### config.mk
export PLATFORM = sky130hd
export DESIGN_NAME = neighbour_fetch_flat
export DESIGN_NICKNAME = d
export VERILOG_FILES = /design/src/rtl/nf_pkg.sv /design/src/rtl/neighbour_fetch_if.sv /design/src/rtl/nf_addr_gen.sv /design/src/rtl/neighbour_fetch.sv /design/src/flat_wrapper.sv
export SDC_FILE = /design/constraint.sdc
export NUM_CORES = 1
export LEC_CHECK = 0
export CAP_MARGIN = 10
export CORE_MARGIN = 4
export CORE_UTILIZATION = 54
export CTS_BUF_LIST = sky130_fd_sc_hd__clkbuf_8 sky130_fd_sc_hd__clkbuf_16
export CTS_CLUSTER_DIAMETER = 100
export DETAILED_ROUTE_END_ITERATION = 8
export PLACE_DENSITY = 0.81
export SLEW_MARGIN = 0
export SYNTH_ARGS = -nofsm -noshare
export SYNTH_HDL_FRONTEND = slang
export SYNTH_SLANG_ARGS = --single-unit
### constraint.sdc
create_clock -name clk -period 11.4 [get_ports clk]
set_clock_uncertainty 0.2 [all_clocks]
set_input_delay 1.71 -clock clk [delete_from_list [all_inputs] [get_ports clk]]
set_output_delay 1.71 -clock clk [all_outputs]
set_load 0.01 [all_outputs]
### src/rtl/nf_pkg.sv
// Shared types and helpers for neighbour_fetch: block modes, FSM states and
// the corner/top/top-right/left slot ordering shared by requests and responses.
package nf_pkg;

    localparam int CNT_W     = 8;
    localparam int IDX_W     = 8;
    localparam int SLOT_TR_N = 4;

    typedef enum logic [1:0] {
        MODE_16 = 2'd0,
        MODE_8  = 2'd1,
        MODE_4  = 2'd2
    } blk_mode_e;

    typedef enum logic [1:0] {
        ST_IDLE,
        ST_ISSUE,
        ST_WAIT,
        ST_DONE
    } state_e;

    // Group codes double as the fetch order: corner, top, top-right, left.
    typedef enum logic [1:0] {
        GRP_CORNER = 2'd0,
        GRP_TOP    = 2'd1,
        GRP_TR     = 2'd2,
        GRP_LEFT   = 2'd3
    } grp_e;

    typedef struct packed {
        grp_e             grp;
        logic [IDX_W-1:0] idx;
    } slot_t;

    function automatic logic [CNT_W-1:0] mode_to_n(input logic [1:0] mode);
        case (mode)
            MODE_8:  return CNT_W'(8);
            MODE_4:  return CNT_W'(4);
            default: return CNT_W'(16);
        endcase
    endfunction

    // Map the k-th issued request (unavailable groups removed) to its slot.
    function automatic slot_t req_slot(input logic [CNT_W-1:0] k,
                                       input logic [CNT_W-1:0] n,
                                       input logic c_av,
                                       input logic t_av,
                                       input logic tr_av);
        slot_t            s;
        logic [CNT_W-1:0] r;
        logic             hit;
        r     = k;
        hit   = 1'b0;
        s.grp = GRP_LEFT;
        if (c_av) begin
            if (r == '0) begin
                s.grp = GRP_CORNER;
                hit   = 1'b1;
            end else begin
                r = r - CNT_W'(1);
            end
        end
        if (t_av && !hit) begin
            if (r < n) begin
                s.grp = GRP_TOP;
                hit   = 1'b1;
            end else begin
                r = r - n;
            end
        end
        if (tr_av && !hit) begin
            if (r < CNT_W'(SLOT_TR_N)) begin
                s.grp = GRP_TR;
            end else begin
                r = r - CNT_W'(SLOT_TR_N);
            end
        end
        s.idx = IDX_W'(r);
        return s;
    endfunction

endpackage

### src/rtl/neighbour_fetch_if.sv
// Single-port frame-buffer read bus: in-order responses, no backpressure.
interface neighbour_fetch_if #(
    parameter int PIX_W  = 8,
    parameter int ADDR_W = 20
);
    logic              mem_req;
    logic [ADDR_W-1:0] mem_addr;
    logic              mem_rvalid;
    logic [PIX_W-1:0]  mem_rdata;

    modport master (output mem_req, mem_addr, input mem_rvalid, mem_rdata);
    modport slave  (input mem_req, mem_addr, output mem_rvalid, mem_rdata);
endinterface

### src/rtl/nf_addr_gen.sv
// Turns the request index into a frame-buffer address and last flag, and the
// response index into the destination slot for the returned pixel.
module nf_addr_gen
    import nf_pkg::*;
#(
    parameter int FRAME_W = 1280,
    parameter int ADDR_W  = 20
) (
    input  logic [15:0]       x,
    input  logic [15:0]       y,
    input  logic [CNT_W-1:0]  n,
    input  logic              corner_av,
    input  logic              top_av,
    input  logic              tr_av,
    input  logic [CNT_W-1:0]  req_idx,
    input  logic [CNT_W-1:0]  rsp_idx,
    input  logic [CNT_W-1:0]  nreq,
    output logic [ADDR_W-1:0] addr,
    output slot_t             rsp_slot,
    output logic              last
);
    localparam int            AW     = ADDR_W + 1;
    localparam logic [AW-1:0] STRIDE = AW'(FRAME_W);

    slot_t         rq;
    logic [AW-1:0] row;
    logic [AW-1:0] col;

    always_comb begin
        rq       = req_slot(req_idx, n, corner_av, top_av, tr_av);
        rsp_slot = req_slot(rsp_idx, n, corner_av, top_av, tr_av);
        row      = AW'(y) - AW'(1);
        col      = AW'(x) - AW'(1);
        unique case (rq.grp)
            GRP_TOP:  col = AW'(x) + AW'(rq.idx);
            GRP_TR:   col = AW'(x) + AW'(n) + AW'(rq.idx);
            GRP_LEFT: row = AW'(y) + AW'(rq.idx);
            default:  ;
        endcase
        addr = ADDR_W'(row * STRIDE + col);
        last = (req_idx == nreq - CNT_W'(1));
    end

endmodule

### src/rtl/neighbour_fetch.sv
// Fetches corner/top/top-right/left intra neighbours for one block over a read bus.
// Top-right pixels are read only when NF_TOPRIGHT_EN is defined; otherwise substituted.
module neighbour_fetch
    import nf_pkg::*;
#(
    parameter int PIX_W       = 8,
    parameter int FRAME_W     = 1280,
    parameter int FRAME_H     = 720,
    parameter int MAX_N       = 16,
    parameter int ADDR_W      = 20,
    parameter int DEFAULT_PIX = 128
) (
    input  logic                          clk,
    input  logic                          reset,
    input  logic                          start,
    input  logic [1:0]                    blk_mode,
    input  logic [15:0]                   pix_x,
    input  logic [15:0]                   pix_y,
    output logic                          busy,
    output logic                          done,
    neighbour_fetch_if.master             mem,
    output logic [MAX_N-1:0][PIX_W-1:0]   toppixels,
    output logic [3:0][PIX_W-1:0]         toprightpixels,
    output logic [MAX_N-1:0][PIX_W-1:0]   leftpixels,
    output logic [PIX_W-1:0]              cornerpixel,
    output logic                          top_avail,
    output logic                          left_avail,
    output logic                          corner_avail,
    output logic                          topright_avail
);
    localparam int               IW  = $clog2(MAX_N);
    localparam logic [PIX_W-1:0] DEF = PIX_W'(DEFAULT_PIX);

    if ((64'd1 << ADDR_W) < 64'(FRAME_W) * 64'(FRAME_H)) begin : g_addr_w_too_small
        $error("ADDR_W cannot address the whole frame");
    end

    state_e                       state_q, state_d;
    logic [15:0]                  x_q, x_d, y_q, y_d;
    logic [CNT_W-1:0]             n_q, n_d, nreq_q, nreq_d, req_q, req_d, rsp_q, rsp_d;
    logic                         busy_q, busy_d, done_q, done_d;
    logic                         t_q, t_d, l_q, l_d, c_q, c_d, tr_q, tr_d;
    logic [MAX_N-1:0][PIX_W-1:0]  top_q, top_d, left_q, left_d;
    logic [3:0][PIX_W-1:0]        trp_q, trp_d;
    logic [PIX_W-1:0]             cor_q, cor_d;

    logic [CNT_W-1:0] n_in, nreq_in;
    logic             t_in, l_in, c_in, tr_in;
    logic [ADDR_W-1:0] req_addr;
    slot_t            rsp_slot;
    logic             req_last;
    logic             req_c;

    nf_addr_gen #(.FRAME_W(FRAME_W), .ADDR_W(ADDR_W)) u_addr_gen (
        .x(x_q), .y(y_q), .n(n_q),
        .corner_av(c_q), .top_av(t_q), .tr_av(tr_q),
        .req_idx(req_q), .rsp_idx(rsp_q), .nreq(nreq_q),
        .addr(req_addr), .rsp_slot(rsp_slot), .last(req_last)
    );

    always_comb begin
        n_in = mode_to_n(blk_mode);
        t_in = (pix_y != 16'd0);
        l_in = (pix_x != 16'd0);
        c_in = t_in && l_in;
`ifdef NF_TOPRIGHT_EN
        tr_in = t_in && (n_in == CNT_W'(4)) &&
                (17'(pix_x) + 17'(n_in) + 17'd3 < 17'(FRAME_W));
`else
        tr_in = 1'b0;
`endif
        nreq_in = CNT_W'(c_in) + (t_in ? n_in : '0) +
                  (tr_in ? CNT_W'(SLOT_TR_N) : '0) + (l_in ? n_in : '0);
    end

    always_comb begin
        state_d = state_q;
        x_d = x_q;  y_d = y_q;  n_d = n_q;  nreq_d = nreq_q;
        req_d = req_q;  rsp_d = rsp_q;
        busy_d = busy_q;  done_d = done_q;
        t_d = t_q;  l_d = l_q;  c_d = c_q;  tr_d = tr_q;
        top_d = top_q;  left_d = left_q;  trp_d = trp_q;  cor_d = cor_q;
        req_c = 1'b0;

        // Responses can overlap the issue phase, so capture in both states.
        if ((state_q == ST_ISSUE || state_q == ST_WAIT) && mem.mem_rvalid && rsp_q != nreq_q) begin
            rsp_d = rsp_q + CNT_W'(1);
            case (rsp_slot.grp)
                GRP_CORNER: cor_d = mem.mem_rdata;
                GRP_TOP: begin
                    top_d[rsp_slot.idx[IW-1:0]] = mem.mem_rdata;
                    if (!tr_q && rsp_slot.idx == IDX_W'(n_q - CNT_W'(1)))
                        trp_d = {4{mem.mem_rdata}};
                end
                GRP_TR:     trp_d[rsp_slot.idx[1:0]] = mem.mem_rdata;
                default:    left_d[rsp_slot.idx[IW-1:0]] = mem.mem_rdata;
            endcase
        end

        unique case (state_q)
            ST_IDLE, ST_DONE: begin
                done_d  = 1'b0;
                state_d = ST_IDLE;
                if (start) begin
                    x_d = pix_x;  y_d = pix_y;  n_d = n_in;  nreq_d = nreq_in;
                    t_d = t_in;  l_d = l_in;  c_d = c_in;  tr_d = tr_in;
                    req_d = '0;  rsp_d = '0;
                    for (int i = 0; i < MAX_N; i++) begin
                        top_d[i]  = DEF;
                        left_d[i] = DEF;
                    end
                    trp_d   = {4{DEF}};
                    cor_d   = DEF;
                    busy_d  = 1'b1;
                    state_d = ST_ISSUE;
                end
            end
            ST_ISSUE: begin
                if (nreq_q == '0) begin
                    busy_d  = 1'b0;
                    done_d  = 1'b1;
                    state_d = ST_DONE;
                end else begin
                    req_c = 1'b1;
                    req_d = req_q + CNT_W'(1);
                    if (req_last) state_d = ST_WAIT;
                end
            end
            ST_WAIT: begin
                if (rsp_d == nreq_q) begin
                    busy_d  = 1'b0;
                    done_d  = 1'b1;
                    state_d = ST_DONE;
                end
            end
        endcase
    end

    always_ff @(posedge clk or negedge reset) begin
        if (!reset) begin
            state_q <= ST_IDLE;
            x_q <= '0;  y_q <= '0;  n_q <= '0;  nreq_q <= '0;
            req_q <= '0;  rsp_q <= '0;
            busy_q <= 1'b0;  done_q <= 1'b0;
            t_q <= 1'b0;  l_q <= 1'b0;  c_q <= 1'b0;  tr_q <= 1'b0;
            top_q <= '0;  left_q <= '0;  trp_q <= '0;  cor_q <= '0;
        end else begin
            state_q <= state_d;
            x_q <= x_d;  y_q <= y_d;  n_q <= n_d;  nreq_q <= nreq_d;
            req_q <= req_d;  rsp_q <= rsp_d;
            busy_q <= busy_d;  done_q <= done_d;
            t_q <= t_d;  l_q <= l_d;  c_q <= c_d;  tr_q <= tr_d;
            top_q <= top_d;  left_q <= left_d;  trp_q <= trp_d;  cor_q <= cor_d;
        end
    end

    assign mem.mem_req     = req_c;
    assign mem.mem_addr    = req_addr;
    assign busy            = busy_q;
    assign done            = done_q;
    assign toppixels       = top_q;
    assign leftpixels      = left_q;
    assign toprightpixels  = trp_q;
    assign cornerpixel     = cor_q;
    assign top_avail       = t_q;
    assign left_avail      = l_q;
    assign corner_avail    = c_q;
    assign topright_avail  = tr_q;

endmodule

### src/flat_wrapper.sv
// flat-port wrapper written by rule: the top's interface ports become plain ports
module neighbour_fetch_flat import nf_pkg::*;
#(
    parameter int PIX_W       = 8,
    parameter int FRAME_W     = 1280,
    parameter int FRAME_H     = 720,
    parameter int MAX_N       = 16,
    parameter int ADDR_W      = 20,
    parameter int DEFAULT_PIX = 128
)
  (clk, reset, start, blk_mode, pix_x, pix_y, busy, done, toppixels, toprightpixels, leftpixels, cornerpixel, top_avail, left_avail, corner_avail, topright_avail, mem_mem_req, mem_mem_addr, mem_mem_rvalid, mem_mem_rdata);
  neighbour_fetch_if #(.PIX_W(PIX_W), .ADDR_W(ADDR_W)) mem_i ();
  input  logic clk;
  input  logic reset;
  input  logic start;
  input  logic [1:0] blk_mode;
  input  logic [15:0] pix_x;
  input  logic [15:0] pix_y;
  output logic busy;
  output logic done;
  output logic [MAX_N-1:0][PIX_W-1:0] toppixels;
  output logic [3:0][PIX_W-1:0] toprightpixels;
  output logic [MAX_N-1:0][PIX_W-1:0] leftpixels;
  output logic [PIX_W-1:0] cornerpixel;
  output logic top_avail;
  output logic left_avail;
  output logic corner_avail;
  output logic topright_avail;
  output wire logic [$bits(mem_i.mem_req)-1:0] mem_mem_req;
  output wire logic [$bits(mem_i.mem_addr)-1:0] mem_mem_addr;
  input wire logic [$bits(mem_i.mem_rvalid)-1:0] mem_mem_rvalid;
  input wire logic [$bits(mem_i.mem_rdata)-1:0] mem_mem_rdata;
  assign mem_mem_req = mem_i.mem_req;
  assign mem_mem_addr = mem_i.mem_addr;
  assign mem_i.mem_rvalid = mem_mem_rvalid;
  assign mem_i.mem_rdata = mem_mem_rdata;
  neighbour_fetch #(.PIX_W(PIX_W), .FRAME_W(FRAME_W), .FRAME_H(FRAME_H), .MAX_N(MAX_N), .ADDR_W(ADDR_W), .DEFAULT_PIX(DEFAULT_PIX)) u_core (.clk(clk), .reset(reset), .start(start), .blk_mode(blk_mode), .pix_x(pix_x), .pix_y(pix_y), .busy(busy), .done(done), .mem(mem_i), .toppixels(toppixels), .toprightpixels(toprightpixels), .leftpixels(leftpixels), .cornerpixel(cornerpixel), .top_avail(top_avail), .left_avail(left_avail), .corner_avail(corner_avail), .topright_avail(topright_avail));
endmodule
==> reports/qor.txt <==
First-pass GRT wire length: 106 mm
Gr usage total: 0.317
Most instantiated cells after synthesis: 354 x dfrtp_1, 283 x nand2_1, 196 x nor2_1
Synth area leader: dfrtp_1
CTS Buf Count: 39
Filler cells: 2937
Wire per inst: 22.0 um
Most used DFF post-synth: dfrtp_1
Critical Path Max Stage Delay: 0.60 ns
Post-synthesis register bit count: 354
Worst setup EP type: primary output
Max Clock Freq: 92.2 MHz
Fin. Hold Viols: 0
Initial Util: 0.546
GR Overflow Total: 0
Antenna violations before repair: 0
CTS Hold Bufs: 0
Register area share after synthesis: 0.420
Layout Utilization: 0.681
Outcome: completed
Final setup fails: 0
Post-layout min period: 10.84 ns
Worst-case clock buffer depth: 3
Die Wd: 206 um
Max cap viols: 0
Setup CP Type: flop to primary output
Yosys top cell area share: 0.420
Antenna-violating nets left: 0
CTS sink count: 354
Least-Margin Pin Slew: 1.23 ns
Post-Syn Instances: 2270
CTS tree: done
Most frequent CP cell: a21oi_1
Yosys warnings: 0
# rows: 72
Arrival time of the worst setup path: 8.93 ns
Post-CTS setup buffer count: 0
Via Count: 18406
PostCTS Resize Cnt: 0
Most frequent cell after synthesis: dfrtp_1
Antenna fix cells: 0
Post-detail-place hpwl: 45.3 mm
Number of remaining DRC errors: 0
Syn nets: 2413
Fraction of layout cells with a size suffix above 1: 0.0885
Slew Viols, Final: 0
Area delta synth->final: 24.6%
Core ar.: 38600 um^2
Hold Crit Class: flop to flop
I/O Buffers: 367
Worst EP required: 9.49 ns
Fin crit share: 0.951
I/O Pins: 369
Slowest stage cell, crit path: or4_1
Die ar.: 42300 um^2
Setup TNS: 0 ns
Layout Nets: 2680
Post-synth ARST share: 1.00
Largest net degree at the start of global routing: 173
H-tree levels: 2
Yosys cell types: 80
Vias per cell: 5.97
First-pass DRT Iterations: 5
Mapped Avg Cell Area: 9.30 um^2
Clock-pin slew on the worst setup and hold paths: 0.05 ns
First DRT Iteration DRCs: 1672
Vias in the first global route: 18919
Total wire length: 67.8 mm
Largest cells by area after synthesis: dfrtp_1 42%, mux2i_1 8.0%, nand2_1 5.0%
CP startpoint kind: flop
Mapped cell area: 21100 um^2
Placer Congestion: 0.942
Root buf cell: clkbuf_16
Worst-Skew Late Latency: 0.56 ns
DIE HEIGHT: 206 um
Max_slew headroom: 0.176
CP max FO: 12
Number of flops mapped to enable cells by yosys: 0
-- critical path: cells and delay by family, from the launching register on --
kind / cells / cell delay (ns)
adder cells (fa/ha/maj): 5 / 1.79
multiplexers: 1 / 0.23
AND/OR/NAND/NOR: 7 / 1.69
flip-flops: 1 / 0.48
XOR/XNOR: 2 / 0.32
AO/OA/AOI/OAI: 16 / 2.76
buffers and inverters: 6 / 1.11
-- per-stage QoR --
step	setup slack, ns	hold WS, ns	area [um^2]	instances
floorplan	1.96	0.266	21100	2270
global placement	1.24	0.262	24900	3014
detailed placement	0.962	0.282	24900	3014
CTS	0.361	0.296	26300	3083
global route	-0.0296	0.321	26300	3083
finish	0.557	0.291	26300	3083
-- area by class of cell --
class / count / area, um^2 / area share
multi-input cells: 1678 / 11300 / 0.431
flip-flops and latches: 354 / 8860 / 0.337
repair buffers: 392 / 3840 / 0.146
clock buffers: 49 / 1110 / 0.0423
well taps: 518 / 648 / 0.0246
inverters: 72 / 270 / 0.0103
clock inverters: 20 / 234 / 0.00889
-- flip-flops by register name, summed over array words and instances (netlist names) --
name	cells
u_core.y_q	12
u_core.busy	1
u_core.left_avail	1
u_core.nreq_q	5
u_core.done	1
u_core.cornerpixel	8
u_core.x_q	16
u_core.top_avail	1
u_core.leftpixels	128
u_core.rsp_q	8
u_core.n_q	3
u_core.toppixels	128
u_core.state_q	2
u_core.req_q	8
u_core.toprightpixels	32
-- placed cells by master (no fill, tap or decap), drive strengths merged, types with 11 or more instances in the layout --
cell type and instances:
o2111ai 29, o21ai 130, and2 19, mux2i 169, nand2 285, nor3 40, mux2 63, nand2b 13
inv 84, ha 84, clkdlybuf4s50 359, fa 13, xor2 27, a21oi 173, clkbuf 49, dfrtp 354
a221oi 15, nand3 174, nor2 205, or3 11, nor4 17, a21o 11, buf 33, xnor2 62
nor2b 20
-- worst paths after layout --
check | slack, ns | from | cells past startpoint | end
worst max-delay path | 0.56 | u_core.req_q[3]$_DFFE_PN0P_ | 37 | mem_mem_addr[18]
worst min-delay path | 0.29 | u_core.left_avail$_DFFE_PN0P_ | 2 | u_core.left_avail$_DFFE_PN0P_
worst max register to register | 5.19 | u_core.rsp_q[0]$_DFF_PN0_ | 19 | u_core.toppixels[2]$_DFF_PN0_
worst min register to register | 0.29 | u_core.left_avail$_DFFE_PN0P_ | 2 | u_core.left_avail$_DFFE_PN0P_
max in group asynchronous | 8.42 | reset | 2 | u_core.req_q[3]$_DFFE_PN0P_
min in group asynchronous | 0.99 | reset | 1 | u_core.leftpixels[100]$_DFF_PN0_
-- kinds of logic after synthesis --
kind of cell             synth area share
XOR/XNOR                           0.0380
flip-flops                          0.420
other                            0.000178
AND/OR/NAND/NOR                     0.186
multiplexers                        0.118
buffers and inverters              0.0455
AO/OA/AOI/OAI                       0.131
adder cells (fa/ha/maj)            0.0621
-- per-layer routing --
layer  track usage  vias to the layer above  wire [um]
met4         0.146                        0       3390
met2         0.506                      773      31600
met5             0                        -          0
met3         0.106                      195       6730
met1         0.390                     9014      26100
li1              -                     8424          -
Power is not shown: default switching activity piles up to over one toggle a cycle in this logic, so the estimate is an artifact.
